File: src/rtl/pueo_trig_stamper.sv
// Trigger admission and timestamp stage (aclk domain).
// Admits requests under holdoff / pending limits and stamps them.
module pueo_trig_stamper #(
    parameter int unsigned TIME_BITS   = 16,
    parameter int unsigned LOOKBACK    = 512,
    parameter int unsigned MAX_PENDING = 4
) (
    input  logic                 aclk_i,
    input  logic                 aresetn_i,
    input  logic                 run_rst_i,
    input  logic                 run_stop_i,
    input  logic [TIME_BITS-1:0] holdoff_i,
    input  logic                 trig_req_i,
    input  logic                 ev_done_i,
    output logic [TIME_BITS-1:0] trig_time_o,
    output logic                 trig_valid_o,
    output logic [15:0]          trig_num_o,
    output logic [3:0]           pending_o,
    output logic [15:0]          drop_cnt_o,
    output logic                 running_o,
    output logic                 underflow_o
);

    localparam logic [TIME_BITS-1:0] LB   = TIME_BITS'(LOOKBACK);
    localparam logic [3:0]           MAXP = 4'(MAX_PENDING);

    typedef enum logic [1:0] {
        S_IDLE,
        S_RUN,
        S_HOLD
    } state_t;

    logic rst_meta_q;
    logic rst_sync_q;

    state_t               state_q, state_d;
    logic [TIME_BITS-1:0] tnow_q, tnow_d;
    logic [TIME_BITS-1:0] hold_q, hold_d;
    logic [TIME_BITS-1:0] hcnt_q, hcnt_d;
    logic [TIME_BITS-1:0] time_q, time_d;
    logic                 valid_q, valid_d;
    logic [15:0]          evcnt_q, evcnt_d;
    logic [15:0]          num_q, num_d;
    logic [3:0]           pend_q, pend_d;
    logic [15:0]          drop_q, drop_d;
    logic                 uf_q, uf_d;
    logic                 accept;
    logic                 drop;

    // Reset: asserts immediately, releases two edges after aresetn_i rises.
    always_ff @(posedge aclk_i or negedge aresetn_i) begin
        if (!aresetn_i) begin
            rst_meta_q <= 1'b0;
            rst_sync_q <= 1'b0;
        end else begin
            rst_meta_q <= 1'b1;
            rst_sync_q <= rst_meta_q;
        end
    end

    // Run control, admission decision, counters and pending bookkeeping.
    always_comb begin
        state_d = state_q;
        tnow_d  = tnow_q;
        hold_d  = hold_q;
        hcnt_d  = hcnt_q;
        time_d  = time_q;
        valid_d = 1'b0;
        evcnt_d = evcnt_q;
        num_d   = num_q;
        pend_d  = pend_q;
        drop_d  = drop_q;
        uf_d    = uf_q;
        accept  = 1'b0;
        drop    = 1'b0;

        if (run_stop_i) begin
            state_d = S_IDLE;
            tnow_d  = '0;
        end else if (run_rst_i) begin
            // This cycle counts as tnow=0, so the next one is 1.
            state_d = S_RUN;
            tnow_d  = TIME_BITS'(1);
            hold_d  = holdoff_i;
            pend_d  = '0;
            drop_d  = '0;
            evcnt_d = '0;
            num_d   = '0;
            uf_d    = 1'b0;
        end else begin
            unique case (state_q)
                S_IDLE: begin
                    tnow_d = '0;
                end
                S_RUN: begin
                    tnow_d = tnow_q + 1'b1;
                    if (trig_req_i) begin
                        if (pend_q < MAXP) accept = 1'b1;
                        else               drop   = 1'b1;
                    end
                end
                S_HOLD: begin
                    tnow_d = tnow_q + 1'b1;
                    drop   = trig_req_i;
                    if (hcnt_q == '0) state_d = S_RUN;
                    else              hcnt_d  = hcnt_q - 1'b1;
                end
                default: begin
                    state_d = S_IDLE;
                    tnow_d  = '0;
                end
            endcase

            if (accept) begin
                time_d  = tnow_q - LB;
                valid_d = 1'b1;
                num_d   = evcnt_q;
                evcnt_d = evcnt_q + 16'd1;
                if (hold_q != '0) begin
                    state_d = S_HOLD;
                    hcnt_d  = hold_q - 1'b1;
                end
            end

            if (drop && drop_q != 16'hFFFF) drop_d = drop_q + 16'd1;
        end

        // A restart wipes the count; a stop still lets readouts retire.
        if (run_stop_i || !run_rst_i) begin
            if (accept && !ev_done_i) begin
                pend_d = pend_q + 4'd1;
            end else if (ev_done_i && !accept) begin
                if (pend_q == '0) uf_d   = 1'b1;
                else              pend_d = pend_q - 4'd1;
            end
        end
    end

    // State and datapath registers on the synchronised reset.
    always_ff @(posedge aclk_i or negedge rst_sync_q) begin
        if (!rst_sync_q) begin
            state_q <= S_IDLE;
            tnow_q  <= '0;
            hold_q  <= '0;
            hcnt_q  <= '0;
            time_q  <= '0;
            valid_q <= 1'b0;
            evcnt_q <= '0;
            num_q   <= '0;
            pend_q  <= '0;
            drop_q  <= '0;
            uf_q    <= 1'b0;
        end else begin
            state_q <= state_d;
            tnow_q  <= tnow_d;
            hold_q  <= hold_d;
            hcnt_q  <= hcnt_d;
            time_q  <= time_d;
            valid_q <= valid_d;
            evcnt_q <= evcnt_d;
            num_q   <= num_d;
            pend_q  <= pend_d;
            drop_q  <= drop_d;
            uf_q    <= uf_d;
        end
    end

    assign trig_time_o  = time_q;
    assign trig_valid_o = valid_q;
    assign trig_num_o   = num_q;
    assign pending_o    = pend_q;
    assign drop_cnt_o   = drop_q;
    assign running_o    = (state_q != S_IDLE);
    assign underflow_o  = uf_q;

endmodule

File: config.mk
export PLATFORM = sky130hd
export DESIGN_NAME = pueo_trig_stamper
export DESIGN_NICKNAME = d
export VERILOG_FILES = /design/src/rtl/pueo_trig_stamper.sv
export SDC_FILE = /design/constraint.sdc
export NUM_CORES = 1
export LEC_CHECK = 0
export ABC_CLOCK_PERIOD_IN_PS = 4800
export BUFFER_PORTS_ARGS = -buffer_cell sky130_fd_sc_hd__buf_2
export CORE_ASPECT_RATIO = 1.25
export CORE_MARGIN = 5
export CORE_UTILIZATION = 41
export CTS_BUF_LIST = sky130_fd_sc_hd__clkbuf_4 sky130_fd_sc_hd__clkbuf_8
export CTS_CLUSTER_SIZE = 14
export DETAILED_ROUTE_END_ITERATION = 12
export GPL_TIMING_DRIVEN = 0
export MAX_ROUTING_LAYER = met4
export SYNTH_ARGS = -nofsm -noshare
export SYNTH_HDL_FRONTEND = slang
export SYNTH_SLANG_ARGS = --single-unit
File: constraint.sdc
create_clock -name aclk_i -period 4.8 [get_ports aclk_i]
set_clock_uncertainty 0.05 [all_clocks]
set_input_delay 0.24 -clock aclk_i [delete_from_list [all_inputs] [get_ports aclk_i]]
set_output_delay 0.24 -clock aclk_i [all_outputs]
set_load 0.01 [all_outputs]
==> results_dict.tcl <==
set metrics [dict create \
    outcome "complete, no violations" \
    power_uw 2880 \
    synth-async-reset-ratio_pct 100 \
    cts_root_buf "clkbuf_8" \
    grt_max_degree 70 \
    routed_wl_um 15300 \
    pin_count 77 \
    cellPowerDensity_mw_per_mm2 380 \
    grt_overflow 0 \
    worst_ep_arrival_time_ns 2.74 \
    clk_path_buf_depth 2 \
    gr-max-usage-layer "met2" \
    cp-end-kind "flip-flop" \
    rsz0062_at_grt "no" \
    gr-usage-met2_pct 30.1 \
    cts_resized 0 \
    start_kind "flip-flop" \
    r2r_slack_ns 2.31 \
    area_growth_pct 20.3 \
    postLayoutCellArea_sq_mm 0.00758 \
    cts_buffers 17 \
    syn_area_per_cell_sq_um 9.32 \
    portBuffers 75 \
    clk_latency_ns 0.44 \
    fp.dieW_um 121 \
    synth_nets 711 \
    grt_usage_pct 18.7 \
    fp-row-count 50 \
    crit_fanout 7 \
    synth_area_sq_mm 0.00630 \
    final-hold-violation-count 0 \
    antennaDiodeCount 0 \
    first_pass_iters 5 \
    synth_enable_flop_cells 0 \
    met1_usage_pct 22.8 \
    cap_viol_max_count 0 \
    placed_cells 935 \
    die_h_um 149 \
    syn_inst 676 \
    antenna_left 0 \
    worstMarginPinSlew_ns 0.663 \
    yosysSeqAreaShare_pct 48.5 \
    drive_gt1_share_pct 16.9 \
    grt_antenna_before_repair 0 \
    timing.final.crit_share_pct 51.8 \
    instances_no_fill 985 \
    grt_pass1_vias 5522 \
    fillerInstances 1419 \
    slew_headroom_pct 55.5 \
    dpl-instance-area_sq_mm 0.00696 \
    drt_iter0_drc 352 \
    p_leak_uw 0.00349 \
    finalSetupTns_ns 0 \
    yosysUniqueCellTypes 73 \
    synth_flop_cell "dfrtp_1" \
    nNetsFinal 825 \
    cts_tree "built" \
    setup_viol_count_final 0 \
    max_clock_freq_ghz 0.402 \
    slew_violations 0 \
    synth-seq-cells 122 \
    vias 5441 \
    drc 0 \
    grt_pass1_wl_um 26400 \
    initial_core_util_pct 42.0 \
    fin_crit_ns 2.49 \
    core-area_sq_mm 0.0150 \
    yosys_warnings 0 \
    worst_slack_ns 2.31 \
    path_class "flip-flop to flip-flop" \
    wl_per_cell_um 15.5 \
    die_area_sq_mm 0.0180 \
    cts_sinks 122 \
    pre_cts_slack_ns 2.34 \
    dp_hpwl_um 11000 \
    clk_pin_slew_ns 0.07 \
    vdd_drop_max_mv 0.229 \
    required_ns 5.05 \
    gp_congestion 0.888 \
    via_per_inst 5.52 \
    hp-class "input port to async pin" \
    h-tree-depth 4 \
    use_met3_pct 3.80 \
]
what timing repair did:
item | 4_1_cts | 5_1_grt
endpoints found under the hold margin | 20 | 0
hold buffers | 18 | 0
setup buffers | 0 | 0
endpoints found under the setup margin | 0 | 0
cells in the mapped netlist, types with 4 or more instances:
cell,count,area (sq um)
ha_1,13,163
nand3_1,32,160
or3_1,15,93.8
nand4_1,12,75.1
or4_1,6,45.0
a22o_1,17,149
mux2i_1,5,50.1
nor2_1,44,165
inv_1,24,90.1
o21ai_0,48,240
nor3_1,8,40.0
a21oi_1,28,140
and3_1,11,68.8
nor4_1,9,56.3
o21ai_1,5,25.0
dfrtp_1,122,3050
a211oi_1,8,60.1
xor2_1,22,193
o211ai_1,7,52.6
nand3b_1,4,30.0
o31ai_1,8,60.1
nand2_1,121,454
xnor2_1,9,78.8
clkbuf_1,22,82.6
final cells by class:
type | instances | area [sq um] | area share, %
tap | 182 | 228 | 3.00
multi-input combinational | 498 | 3000 | 39.6
timing repair buffer | 95 | 603 | 7.95
sequential | 122 | 3060 | 40.3
inverter | 24 | 90.1 | 1.19
buffer | 32 | 154 | 2.03
clock inverter | 6 | 108 | 1.42
clock buffer | 26 | 339 | 4.47
registers in the layout (all words and copies together), names as in the netlist:
signal,cells
rst_meta_q,1
trig_num_o,16
hold_q,16
rst_sync_q,1
hcnt_q,16
drop_cnt_o,16
trig_time_o,16
trig_valid_o,1
state_q,2
pending_o,4
evcnt_q,16
tnow_q,16
underflow_o,1
path summary, 6_finish.rpt:
check | end | startpoint | depth (start not counted)
max | state_q[1] | hcnt_q[0] | 7
min | rst_sync_q | aresetn_i | 2
max reg2reg | state_q[1] | hcnt_q[0] | 7
min reg2reg | trig_time_o[14] | rst_sync_q | 0
max in group asynchronous | trig_num_o[13] | rst_sync_q | 2
min in group aclk_i | pending_o[3] | ev_done_i | 2
per-layer routing:
layer | part of all wire [%] | up-vias
met5 | 0 | -
met2 | 49 | 141
met3 | 4.3 | 28
met1 | 45 | 2624
li1 | - | 2648
met4 | 2.2 | 0
report_power, final:
part	switching (uW)	internal (uW)
registers	156	1160
logic	307	250
clock network	397	613
logic make-up (layout without fill, tap and decap cells):
family,count (synthesis),count (layout),share of synthesized area [%]
compound gates,153,153,16.0
other cells,1,1,0.0595
xor+xnor,31,31,4.31
buf+inv,56,183,3.87
flops,122,122,48.5
mux,6,6,0.973
simple gates,294,294,23.8
fa+ha+maj,13,13,2.58
metrics by stage:
stage	utilization [%]	hold slack, ns
5_1_grt	50.5	0.0289
2_1_floorplan	-	-0.106
6_report	50.5	0.0628
3_5_place_dp	46.3	-0.0236
3_3_place_gp	46.0	-0.0257
4_1_cts	50.5	0.0243
cells in the final DEF (no fill, tap or decap), types with 5 or more instances in the layout:
cell type	Yosys	routed
clkbuf_1	22	22
xor2_1	22	22
nand3_1	32	32
nor2_1	44	44
o211ai_1	7	7
xnor2_1	9	9
nor4_1	9	9
nand4_1	12	12
mux2i_1	5	5
dfrtp_1	122	121
o21ai_0	48	48
or4_1	6	6
nand2_1	121	121
a21oi_1	28	28
ha_1	13	13
dlygate4sd3_1	0	18
nor3_1	8	8
o31ai_1	8	8
a22o_1	17	17
and3_1	11	11
clkbuf_8	0	23
or3_1	15	15
o21ai_1	5	5
buf_2	3	78
inv_1	24	24
a211oi_1	8	8
worst max-delay path: stages, from the launching register on:
cell and delay (ns):
dfrtp_1 0.42, inv_1 0.07, ha_1 0.22, nor3b_1 0.52, nand4_2 0.21, o31a_1 0.39
o311ai_0 0.33, a21oi_1 0.13
No activity file was read; power rests on OpenSTA's default activity.
